### src/rtl/lmd_stage.sv
// lmd_stage: MEM->WB load-data pipeline register.
// Captures the synchronous memory read word, selects the addressed byte, half
// or word lane, and sign- or zero-extends it according to the load type. A
// one-entry hold buffer keeps a response that arrives while write-back is
// stalled, so memory need not hold its output stable across a stall.
module lmd_stage #(
    parameter int DATA_W  = 32,                  // 32 or 64 only
    parameter int LANE_W  = $clog2(DATA_W / 8),  // derived, do not override
    parameter bit HOLD_EN = 1'b1                 // 0: responses under stall are dropped
) (
    input  logic              clk,
    input  logic              resetn,
    input  logic              stall,
    input  logic              flush,
    input  logic              rvalid,
    input  logic [DATA_W-1:0] rdata,
    input  logic [2:0]        ld_type,
    input  logic [LANE_W-1:0] addr_lo,
    output logic              wb_valid,
    output logic [DATA_W-1:0] wb_data,
    output logic              wb_err,
    output logic              held,
    output logic              ovf
);

    // RISC-V load funct3 encodings
    typedef enum logic [2:0] {
        LD_LB  = 3'b000,
        LD_LH  = 3'b001,
        LD_LW  = 3'b010,
        LD_LD  = 3'b011,
        LD_LBU = 3'b100,
        LD_LHU = 3'b101,
        LD_LWU = 3'b110,
        LD_BAD = 3'b111
    } ld_type_e;

    // Raw (unextracted) hold entry; extraction happens when it drains
    logic [DATA_W-1:0] hold_data;
    logic [2:0]        hold_type;
    logic [LANE_W-1:0] hold_off;

    // Selected source for extraction
    logic [DATA_W-1:0] src_data;
    logic [2:0]        src_type;
    logic [LANE_W-1:0] src_off;

    // Extraction results
    logic [LANE_W-1:0] lane_off;
    logic [DATA_W-1:0] lane;
    logic [DATA_W-1:0] ext_data;
    logic              ext_err;

    logic              hold_load;

    // Drain the hold entry ahead of the live response whenever it is occupied
    always_comb begin
        if (held) begin
            src_data = hold_data;
            src_type = hold_type;
            src_off  = hold_off;
        end else begin
            src_data = rdata;
            src_type = ld_type;
            src_off  = addr_lo;
        end
    end

    // Align the offset to the access size, shift the lane down and extend it
    always_comb begin
        // NOTE: every output of a combinational block gets a default first so
        // no path through the case statements can leave it unassigned (latch).
        lane_off = src_off;
        ext_data = '0;
        ext_err  = 1'b0;

        case (ld_type_e'(src_type))
            LD_LH, LD_LHU: lane_off[0]   = 1'b0;
            LD_LW, LD_LWU: lane_off[1:0] = 2'b00;
            LD_LD:         lane_off      = '0;
            default:       lane_off      = src_off;
        endcase

        lane = src_data >> {lane_off, 3'b000};

        case (ld_type_e'(src_type))
            LD_LB:  ext_data = DATA_W'($signed(lane[7:0]));
            LD_LH:  ext_data = DATA_W'($signed(lane[15:0]));
            LD_LBU: ext_data = DATA_W'(lane[7:0]);
            LD_LHU: ext_data = DATA_W'(lane[15:0]);
            LD_LW: begin
                // At 32 bits the word is the whole register: pass through
                if (DATA_W == 64) ext_data = DATA_W'($signed(lane[31:0]));
                else              ext_data = lane;
            end
            LD_LWU: begin
                if (DATA_W == 64) ext_data = DATA_W'(lane[31:0]);
                else              ext_err  = 1'b1;
            end
            LD_LD: begin
                if (DATA_W == 64) ext_data = lane;
                else              ext_err  = 1'b1;
            end
            default: ext_err = 1'b1;
        endcase
    end

    // The hold entry is written on capture under stall, or on refill while draining
    assign hold_load = HOLD_EN && rvalid && !flush && (stall ? !held : held);

    // Hold payload register
    // NOTE: the payload has no reset; `held` alone says whether it is
    // meaningful, so these flops are left out of the reset network.
    always_ff @(posedge clk) begin
        if (hold_load) begin
            hold_data <= rdata;
            hold_type <= ld_type;
            hold_off  <= addr_lo;
        end
    end

    // Write-back registers, occupancy flag and overflow pulse; flush > stall > advance
    always_ff @(posedge clk or negedge resetn) begin
        // NOTE: sequential state uses non-blocking assignments so every flop
        // samples the pre-edge values regardless of statement order.
        if (!resetn) begin
            wb_valid <= 1'b0;
            wb_data  <= '0;
            wb_err   <= 1'b0;
            held     <= 1'b0;
            ovf      <= 1'b0;
        end else begin
            ovf <= 1'b0;
            if (flush) begin
                // Intentional kill: same-cycle response discarded, no ovf
                wb_valid <= 1'b0;
                wb_data  <= '0;
                wb_err   <= 1'b0;
                held     <= 1'b0;
            end else if (stall) begin
                if (rvalid) begin
                    if (HOLD_EN && !held) held <= 1'b1;
                    else                  ovf  <= 1'b1;
                end
            end else if (held) begin
                wb_valid <= 1'b1;
                wb_data  <= ext_data;
                wb_err   <= ext_err;
                held     <= rvalid;   // refill keeps the entry occupied
            end else begin
                wb_valid <= rvalid;
                if (rvalid) begin
                    wb_data <= ext_data;
                    wb_err  <= ext_err;
                end
            end
        end
    end

endmodule
### config.mk
export PLATFORM = sky130hd
export DESIGN_NAME = lmd_stage
export DESIGN_NICKNAME = d
export VERILOG_FILES = /design/src/rtl/lmd_stage.sv
export SDC_FILE = /design/constraint.sdc
export NUM_CORES = 1
export LEC_CHECK = 0
export CAP_MARGIN = 25
export CORE_UTILIZATION = 46
export CTS_CLUSTER_DIAMETER = 200
export CTS_CLUSTER_SIZE = 8
export DETAILED_ROUTE_END_ITERATION = 8
export MAX_ROUTING_LAYER = met4
export PLACE_DENSITY = 0.78
export RECOVER_POWER = 25
export REMOVE_ABC_BUFFERS = 1
export SYNTH_ARGS = -nofsm -noshare
export SYNTH_HDL_FRONTEND = slang
export SYNTH_SLANG_ARGS = --single-unit
### constraint.sdc
create_clock -name clk -period 4 [get_ports clk]
set_input_delay 0.8 -clock clk [delete_from_list [all_inputs] [get_ports clk]]
set_output_delay 0.8 -clock clk [all_outputs]
set_load 0.03 [all_outputs]
==> results of run 1 <==
## worst register-to-register path: cells and delay by family (launching register included)
family             cells  cell delay [ps]
AOI/OAI and AO/OA      3             1410
and+or+nand+nor        2              480
DFF                    1              860
## kinds of logic after synthesis
| family | count (synthesis) |
|---|---|
| compound gates | 60 |
| simple gates | 89 |
| flops | 73 |
| xor+xnor | 1 |
| buf+inv | 18 |
| mux | 45 |
## per-layer routing
| layer | GRT usage | vias to the layer above | routed length [um] |
|---|---|---|---|
| met5 | - | - | 0 |
| met4 | 0.115 | 0 | 162 |
| met3 | 0.0402 | 14 | 528 |
| met2 | 0.351 | 100 | 4160 |
| met1 | 0.306 | 1335 | 3830 |
| li1 | - | 1245 | - |
## through the flow
stage                     cells  setup WS (ps)   util
final                       470           1070  0.606
after CTS                   470           1040  0.606
after global routing        470            865  0.606
after detailed placement    454            698  0.582
after floorplan             268          -1170      -
after global placement      454            805  0.582
## report_power, final
part           internal (mW)  total, mW  switching (mW)
Clock                  0.284      0.561           0.278
Sequential             0.824      0.848          0.0240
Combinational          0.132      0.299           0.167
Total                   1.24       1.71           0.468
## cells in the final DEF (no fill, tap or decap), types with 3 or more instances in the layout
master	Yosys	final
a22oi_1	16	16
clkdlybuf4s50_1	0	44
mux4_2	7	7
o21ai_0	8	8
dlygate4sd3_1	0	32
o2111ai_1	8	8
edfxtp_1	37	37
nand2b_1	4	4
a21oi_1	4	4
nand2_1	42	42
dfrtp_1	36	35
buf_4	0	7
a31oi_1	7	7
clkbuf_8	0	9
nor2b_1	3	3
o211ai_2	7	7
mux2i_1	35	35
nor2_1	9	8
nor3_1	9	9
nand3_1	9	9
## layout make-up
type                            count  area (um2)  share of cell area
Clock inverter                      6        58.8              0.0126
Sequential cell                    73        2010               0.432
Timing Repair Buffer               84         817               0.175
Multi-Input combinational cell    195        1520               0.325
Clock buffer                       10         128              0.0274
Tap cell                          102         128              0.0274
## state kept, by name, indices dropped and copies added (netlist names)
signal	cells
held	1
wb_data	32
hold_type	3
hold_off	2
wb_valid	1
ovf	1
wb_err	1
hold_data	32
## worst max path at each step
stage,start,to,slack (ps),cells past startpoint
2_1_floorplan,held$_DFFE_PN0P_,hold_data[0]$_DFFE_PP_,-1170,2
3_3_place_gp,ld_type[2],wb_data[24]$_DFFE_PN0P_,810,7
3_5_place_dp,ld_type[2],wb_data[31]$_DFFE_PN0P_,700,7
4_1_cts,held$_DFFE_PN0P_,wb_data[31]$_DFFE_PN0P_,1040,6
5_1_grt,held$_DFFE_PN0P_,wb_data[27]$_DFFE_PN0P_,860,5
6_report,addr_lo[1],wb_data[29]$_DFFE_PN0P_,1070,6
==> flow_summary_export.csv, run 1 <==
group,metric,value,unit
critical_path,cp_top_family,"compound AO/OA/AOI/OAI gates",
clocking,cts_buffers,9,
critical_path,slowest_stage,"a22oi_4",
critical_path,cp.required,4180,ps
synth,avgSynthCellArea,12.7,um2
synth,synth-simple-area-share,0.119,
pwr,total_power,1.71,mW
min_path,hp-class,"register to register",
outcome,violations,"max-capacitance violations, max-slew violations",
timing,period_needed,2930,ps
timing,maxSlewViolCount,37,
detailed_routing,detail-route-antenna-nets,0,
timing,rsz0062_at_grt,"false",
floorplanning,row_count,32,
critical_path,path_buf_inv,1,
placed_design,portBuffers,77,
detailed_routing,dr_total_vias,2694,
detailed_routing,route.detailed.wl_per_inst,18.5,um
pwr,p_per_area,367,mW/mm2
detailed_routing,wl,8.68,mm
critical_path,worstSetupEndpointType,"register",
cells_and_area,fillers,614,
grt,grt_pass1_vias,2742,
floorplanning,core_area,0.00769,mm2
cells_and_area,syn_to_final_growth,28.1,%
placed_design,hpwl,6.09,mm
grt,grt_max_degree,37,
clocking,cts_buffer_depth,2,
clocking,htreeDepth,3,
grt,grt_use_total,0.233,
placed_design,place_area,0.00447,mm2
synth,synth.mux.area_fraction,0.150,
critical_path,r2r_end,"wb_data[29]$_DFFE_PN0P_",
critical_path,rrSetupSlack,1090,ps
synth,synthTopCellsByCount,"nand2_1 (42), edfxtp_1 (37), dfrtp_1 (36)",
synth,syn-cell-area,0.00364,mm2
synth,synth.most_common_cell,"nand2_1",
critical_path,r2r-start,"held$_DFFE_PN0P_",
floorplanning,die_area,0.00827,mm2
min_path,hp-start,"wb_err$_DFFE_PN0P_",
pwr,leakagePower,1.86,nW
grt,overflow,0,
clocking,insertion_delay,350,ps
placed_design,gp_congestion,0.831,
synth,ys_ff_latch,73,
synth,synth_top_flop_cell,"edfxtp_1",
clocking,cts_tree,"built",
timing,relSlewSlack,-0.318,
synth,synth_top_area_cell,"edfxtp_1",
grt,antenna_found_initial,0,
timing,worst_pin_slew,1980,ps
detailed_routing,drt-initial-drc-count,148,
critical_path,crit_arrival,3100,ps
synth,synthXorXnorAreaFrac,0.00241,
critical_path,crit_chain,"dlygate4sd3_1 > mux2i_2 > a221oi_4 > nor3_1 > a22oi_4 > o2111ai_1",
synth,synth_enable_flop_cells,37,
timing,finalHoldViolations,0,
critical_path,cpPeakStageDelay,660,ps
clocking,clkTransAtPathRegs,70,ps
clocking,post_cts_buffers,0,
synth,synth.distinct_cells,43,
grt,grt_pass1_wl,14.3,mm
synth,syn_inst,286,
synth,synth_top_area_frac,0.305,
critical_path,cp-start-kind,"input pin",
synth,synthArstFlopShare,0.493,
critical_path,critPathMaxFanout,24,
timing,period_share,0.732,
detailed_routing,route.detailed.drc,0,
cells_and_area,diodes,0,
outcome,outcome,"finished with violations",
cells_and_area,finalNetCount,405,
synth,synth-compound-area-share,0.143,
clocking,ctsHoldBuffers,0,
floorplanning,die_w,90.9,um
timing,clock.fmax,342,MHz
synth,synth_top_family_by_area,"multiplexers",
synth,yosys-top-cells-area,"edfxtp_1 (31%), dfrtp_1 (25%), mux2i_1 (9.6%)",
timing,fin_setup_tns,0,ps
min_path,hold_depth,1,
critical_path,path_class,"input pin to register",
detailed_routing,vias_per_cell,5.73,
synth,synthAdderAreaFrac,0,
clocking,cts_root_buffer,"clkbuf_8",
detailed_routing,first_pass_iters,4,
timing,whs,519,ps
clocking,clock-sinks,73,
job,maxCapViolations,1,
floorplanning,fp.dieH,90.9,um
pwr,ir_drop,0.000222,V
cells_and_area,finalInstanceArea,0.00466,mm2
synth,yosys_warnings,0,
clocking,cts_resized,0,
floorplanning,ios,78,
min_path,hold_path_end,"wb_err$_DFFE_PN0P_",
critical_path,r2r.worst_path.cells,5,
timing,finalSetupViolCount,0,
floorplanning,start_util,0.473,
cells_and_area,drive_gt1_frac,0.136,
synth,ys_seq_area_frac,0.553,
timing,clock_skew,11.4,ps
No activity file was read; power rests on OpenSTA's default activity.
==> run 2: changes to the inputs <==
--- a/config.mk
+++ b/config.mk
@@ -6,12 +6,12 @@
 export NUM_CORES = 1
 export LEC_CHECK = 0
 export CAP_MARGIN = 25
-export CORE_UTILIZATION = 46
+export CORE_UTILIZATION = 51
 export CTS_CLUSTER_DIAMETER = 200
 export CTS_CLUSTER_SIZE = 8
 export DETAILED_ROUTE_END_ITERATION = 8
 export MAX_ROUTING_LAYER = met4
-export PLACE_DENSITY = 0.78
+export PLACE_DENSITY = 0.82
 export RECOVER_POWER = 25
 export REMOVE_ABC_BUFFERS = 1
 export SYNTH_ARGS = -nofsm -noshare
==> constraint.sdc (replaced) <==
create_clock -name clk -period 2.7 [get_ports clk]
set_input_delay 0.54 -clock clk [delete_from_list [all_inputs] [get_ports clk]]
set_output_delay 0.54 -clock clk [all_outputs]
set_load 0.03 [all_outputs]
==> run 2 against run 1 <==
The flow still finishes with violations (max-capacitance violations, max-slew violations); clock power increased by 70%; via count increased by 4.8%; sequential cell count unchanged; core utilization increased by 10 points; sequential share of layout area decreased by 1.5 points; count of clock-buffer cells in the layout decreased by 1; combinational power increased by 61%; critical path type unchanged; largest power group unchanged.
==> flow_summary_export.csv, run 2 (synthesized netlist as in run 1, its figures left out) <==
group,metric,value,unit
outcome,outcome,"finished with violations",
outcome,violations,"max-capacitance violations, max-slew violations",
grt,grt_max_degree,37,
clocking,ctsHoldBuffers,0,
detailed_routing,first_pass_iters,5,
clocking,insertion_delay,360,ps
floorplanning,die_w,86.5,um
cells_and_area,top_regs,"hold_data (32), wb_data (32), hold_type (3)",
grt,grt_use_total,0.270,
floorplanning,start_util,0.533,
clocking,post_cts_buffers,0,
cells_and_area,drive_gt1_frac,0.179,
critical_path,cp.required,2980,ps
timing,relSlewSlack,-0.294,
timing,maxSlewViolCount,37,
pwr,leakagePower,1.96,nW
detailed_routing,drt-initial-drc-count,221,
clocking,cts_root_buffer,"clkbuf_8",
job,maxCapViolations,1,
timing,period_share,0.956,
critical_path,critPathMaxFanout,12,
floorplanning,ios,78,
critical_path,worstSetupEndpointType,"register",
timing,period_needed,2580,ps
clocking,cts_tree,"built",
critical_path,crit_arrival,2860,ps
detailed_routing,vias_per_cell,5.85,
cells_and_area,diodes,0,
critical_path,cpPeakStageDelay,510,ps
grt,antenna_found_initial,0,
critical_path,crit_chain,"clkdlybuf4s50_1 > buf_4 > nor3_2 > a21oi_1 > or3_1 > nor3_1 > a22oi_2 > nand3_1",
floorplanning,fp.dieH,86.5,um
critical_path,slowest_stage,"nor3_1",
grt,grt_pass1_vias,2819,
detailed_routing,route.detailed.wl_per_inst,19.0,um
clocking,cts_buffer_depth,2,
placed_design,hpwl,6.13,mm
timing,clock.fmax,387,MHz
floorplanning,core_area,0.00683,mm2
clocking,clock-sinks,73,
timing,finalHoldViolations,0,
detailed_routing,route.detailed.drc,0,
timing,fin_setup_tns,0,ps
detailed_routing,dr_total_vias,2822,
timing,finalSetupViolCount,0,
critical_path,path_class,"input pin to register",
timing,clock_skew,10.6,ps
cells_and_area,syn_to_final_growth,32.7,%
placed_design,portBuffers,77,
floorplanning,die_area,0.00748,mm2
clocking,htreeDepth,3,
floorplanning,row_count,30,
pwr,p_per_area,556,mW/mm2
critical_path,cp-start-kind,"input pin",
clocking,cts_buffers,9,
clocking,clkTransAtPathRegs,80,ps
grt,grt_pass1_wl,14.5,mm
placed_design,post-place-cells,465,
cells_and_area,finalNetCount,423,
cells_and_area,post-route-util,0.707,
timing,rsz0062_at_grt,"false",
detailed_routing,detail-route-antenna-nets,0,
timing,worst_pin_slew,1940,ps
detailed_routing,wl,9.17,mm
placed_design,gp_congestion,0.815,
cells_and_area,layout_common_cells,"nand2_1 (42), clkdlybuf4s50_1 (42), edfxtp_1 (37)",
pwr,ir_drop,0.000323,V
grt,overflow,0,
min_path,hp-class,"register to register",
cells_and_area,final_cell_count_no_fill,482,
## run 2: per-stage QoR
| step | instance area (um2) | setup WS [ps] | hold WS (ps) | total power, mW |
|---|---|---|---|---|
| after floorplan | 3520 | -2470 | 244 | 1.53 |
| after global placement | 4590 | -78.1 | 480 | 1.74 |
| after detailed placement | 4590 | -202 | 494 | 1.76 |
| after CTS | 4810 | 127 | 293 | 2.69 |
| after global routing | 4830 | 8.03 | 548 | 2.78 |
| final | 4830 | 118 | 506 | 2.69 |
## run 2: what timing repair did
action	4_1_cts	5_1_grt
endpoints found under the setup margin	0	6
gates resized for setup	0	1
hold endpoints to repair	0	0
## run 2: power by group
group | internal, mW | switching [mW] | leakage (nW)
Combinational | 0.214 | 0.267 | 1.02
Clock | 0.520 | 0.435 | 0.107
Sequential | 1.22 | 0.0278 | 0.834
Total | 1.96 | 0.730 | 1.96
## run 2: worst paths after layout
| kind | start | end | slack [ps] | depth (start not counted) |
|---|---|---|---|---|
| max | ld_type[0] | wb_data[23]$_DFFE_PN0P_ | 120 | 8 |
| min | wb_data[7]$_DFFE_PN0P_ | wb_data[7]$_DFFE_PN0P_ | 510 | 2 |
| max reg2reg | held$_DFFE_PN0P_ | wb_data[13]$_DFFE_PN0P_ | 230 | 7 |
| min reg2reg | wb_data[7]$_DFFE_PN0P_ | wb_data[7]$_DFFE_PN0P_ | 510 | 2 |
| max in group asynchronous | resetn | held$_DFFE_PN0P_ | 730 | 1 |
| min in group asynchronous | resetn | wb_data[6]$_DFFE_PN0P_ | 720 | 1 |
## run 2: layer usage
metal | vias to the layer above | track usage | part of all wire
met5 | - | - | 0
met4 | 0 | 0.0924 | 0.017
met3 | 13 | 0.0657 | 0.077
met2 | 135 | 0.421 | 0.49
met1 | 1388 | 0.348 | 0.42
li1 | 1286 | - | -
## run 2: final cells by class
type,count,area (um2)
Sequential cell,73,2010
Fill cell,490,2000
Multi-Input combinational cell,196,1530
Clock buffer,9,124
Clock inverter,7,93.8
Tap cell,96,120
Timing Repair Buffer,101,948
## run 2: critical path, delay by kind of cell
family | cells | cell delay, ps
AO/OA/AOI/OAI | 2 | 470
AND/OR/NAND/NOR | 4 | 1230
buffers and inverters | 2 | 610
==> run 3: changes to the inputs <==
--- a/config.mk
+++ b/config.mk
@@ -5,13 +5,14 @@
 export SDC_FILE = /design/constraint.sdc
 export NUM_CORES = 1
 export LEC_CHECK = 0
+export ABC_AREA = 1
 export CAP_MARGIN = 25
-export CORE_UTILIZATION = 51
+export CORE_UTILIZATION = 52
 export CTS_CLUSTER_DIAMETER = 200
 export CTS_CLUSTER_SIZE = 8
 export DETAILED_ROUTE_END_ITERATION = 8
 export MAX_ROUTING_LAYER = met4
-export PLACE_DENSITY = 0.82
+export PLACE_DENSITY_LB_ADDON = 0.1
 export RECOVER_POWER = 25
 export REMOVE_ABC_BUFFERS = 1
 export SYNTH_ARGS = -nofsm -noshare
==> run 3 against run 2 <==
The run still ends with max-capacitance violations, max-slew violations left; core utilization down 1.9 points; clock skew down 3.0 ps; die area up 6.4%; non-clock buffer count down 11; hold slack worse by 26 ps; sequential share of layout area down 1.6 points; worst setup slack better by 260 ps; combinational power up 14%; largest cell class unchanged.
==> flow_summary_export.csv, run 3 <==
group,metric,value,unit
outcome,outcome,"finished with violations",
outcome,violations,"max-capacitance violations, max-slew violations",
detailed_routing,detail-route-antenna-nets,0,
synth,ys_ff_latch,73,
pwr,p_per_area,546,mW/mm2
synth,synth_enable_flop_cells,37,
detailed_routing,dr_total_vias,3360,
critical_path,critPathMaxFanout,36,
synth,ys_seq_area_frac,0.509,
synth,syn-cell-area,0.00395,mm2
placed_design,post-place-cells,643,
placed_design,gp_congestion,0.898,
timing,relSlewSlack,-0.342,
timing,finalSetupViolCount,0,
floorplanning,die_area,0.00795,mm2
cells_and_area,post-route-util,0.688,
synth,synth.most_common_cell,"nand2_1",
clocking,cts_tree,"built",
synth,yosys_warnings,0,
timing,clock_skew,7.54,ps
detailed_routing,drt-initial-drc-count,209,
synth,synth.distinct_cells,27,
floorplanning,fp.dieH,89.2,um
pwr,ir_drop,0.000305,V
synth,synth_top_flop_cell,"edfxtp_1",
cells_and_area,final_cell_count_no_fill,659,
placed_design,place_area,0.00480,mm2
clocking,post_cts_buffers,0,
clocking,clkTransAtPathRegs,80,ps
detailed_routing,route.detailed.wl_per_inst,13.8,um
pwr,leakagePower,2.43,nW
timing,finalHoldViolations,0,
timing,clock.fmax,431,MHz
detailed_routing,route.detailed.drc,0,
timing,period_share,0.859,
clocking,clock-sinks,73,
clocking,cts_root_buffer,"clkbuf_8",
placed_design,hpwl,6.31,mm
grt,overflow,0,
clocking,ctsHoldBuffers,0,
cells_and_area,finalNetCount,597,
cells_and_area,diodes,0,
cells_and_area,drive_gt1_frac,0.118,
synth,yosys-top-cells-area,"edfxtp_1 (28%), dfrtp_1 (23%), nand2_1 (21%)",
critical_path,cpPeakStageDelay,560,ps
critical_path,cp.required,2950,ps
grt,grt_max_degree,38,
min_path,hp-class,"register to register",
synth,synthTopCellsByCount,"nand2_1 (218), nand3_1 (50), edfxtp_1 (37)",
timing,setup_slack,381,ps
placed_design,pre_cts_ws,130,ps
floorplanning,start_util,0.542,
synth,synth_top_area_cell,"edfxtp_1",
cells_and_area,top_regs,"hold_data (32), wb_data (32), hold_type (3)",
cells_and_area,syn_to_final_growth,27.0,%
floorplanning,row_count,31,
critical_path,crit_chain,"dlygate4sd3_1 > nand2_1 > nand2_1 > nand2_2 > nand2_4 > nand2_2 > buf_4 > nand2_1 > o211ai_1 > nand3_2 > nand2_1 > nand2_1",
clocking,cts_buffer_depth,2,
clocking,insertion_delay,360,ps
clocking,cts_resized,0,
clocking,cts_buffers,9,
timing,maxSlewViolCount,37,
synth,avgSynthCellArea,8.20,um2
detailed_routing,first_pass_iters,4,
critical_path,slowest_stage,"dlygate4sd3_1",
detailed_routing,wl,9.08,mm
grt,grt_pass1_wl,14.9,mm
floorplanning,die_w,89.2,um
floorplanning,core_area,0.00729,mm2
grt,grt_pass1_vias,3258,
grt,antenna_found_initial,0,
placed_design,portBuffers,77,
critical_path,cp_common_cell,"nand2_1",
timing,worst_pin_slew,2010,ps
critical_path,cp-start-kind,"input pin",
clocking,htreeDepth,3,
critical_path,path_buf_inv,2,
synth,synth_top_area_frac,0.281,
timing,period_needed,2320,ps
critical_path,cp_top_family,"simple AND/OR/NAND/NOR gates",
cells_and_area,layout_commonest_cell,"nand2_1",
synth,syn_inst,482,
synth,synthArstFlopShare,0.493,
job,maxCapViolations,1,
critical_path,worstSetupEndpointType,"register",
floorplanning,ios,78,
critical_path,path_class,"input pin to register",
critical_path,crit_arrival,2570,ps
cells_and_area,finalInstanceArea,0.00502,mm2
grt,grt_use_total,0.257,
timing,rsz0062_at_grt,"false",
detailed_routing,vias_per_cell,5.10,
cells_and_area,layout_common_cells,"nand2_1 (218), nand3_1 (50), clkdlybuf4s50_1 (39)",
-- run 3: cell types whose count changed after synthesis, sizes merged, moves of 16 or more --
cell,before,now
nand3,9,67
a22oi,17,0
nand2,43,228
inv,0,26
mux2i,37,0
o21ai,9,25
-- run 3: path summary, 6_finish.rpt --
path | from | to | slack (ps) | cells past startpoint
max | ld_type[2] | wb_data[18]$_DFFE_PN0P_ | 380 | 12
min | wb_data[14]$_DFFE_PN0P_ | wb_data[14]$_DFFE_PN0P_ | 480 | 2
max reg2reg | held$_DFFE_PN0P_ | wb_data[18]$_DFFE_PN0P_ | 500 | 12
max in group asynchronous | resetn | wb_data[29]$_DFFE_PN0P_ | 800 | 1
min in group asynchronous | resetn | wb_data[3]$_DFFE_PN0P_ | 750 | 1
min reg2reg | wb_data[14]$_DFFE_PN0P_ | wb_data[14]$_DFFE_PN0P_ | 480 | 2
-- run 3: logic make-up after synthesis --
group	Yosys count	synth area share
AO/OA/AOI/OAI	38	0.0564
AND/OR/NAND/NOR	316	0.365
flip-flops	73	0.509
buffers and inverters	55	0.0693
-- run 3: power breakdown --
| part | total, mW | internal [mW] | switching, mW |
|---|---|---|---|
| clock network | 0.957 | 0.523 | 0.433 |
| registers | 1.23 | 1.22 | 0.0174 |
| logic | 0.551 | 0.204 | 0.347 |
-- run 3: area by class of cell --
| cell class | instances | area [um2] |
|---|---|---|
| Inverter | 27 | 103 |
| Clock buffer | 10 | 128 |
| Fill cell | 654 | 2270 |
| Multi-Input combinational cell | 354 | 1670 |
| Timing Repair Buffer | 90 | 887 |
| Tap cell | 99 | 124 |
| Clock inverter | 6 | 91.3 |
| Sequential cell | 73 | 2010 |
-- run 3: worst min-delay path: cells and delay by family (launching register included) --
kind | cells | cell delay, ps
flops | 1 | 350
simple gates | 2 | 100
-- run 3: per-layer routing --
layer / up-vias / global-route usage / routed length (um) / part of all wire
met3: 10 / 0.0508 / 394 / 0.043
met2: 88 / 0.442 / 4600 / 0.51
met5: - / - / 0 / 0
li1: 1713 / - / - / -
met4: 0 / 0.0823 / 113 / 0.012
met1: 1549 / 0.305 / 3970 / 0.44
-- run 3: per-stage QoR --
stage               hold slack (ps)  setup TNS, ps  total power [mW]
floorplan                       244         -57220              1.59
global placement                463              0              1.81
detailed placement              465              0              1.82
CTS                             311              0              2.77
global route                    502              0              2.86
finish                          480              0              2.74
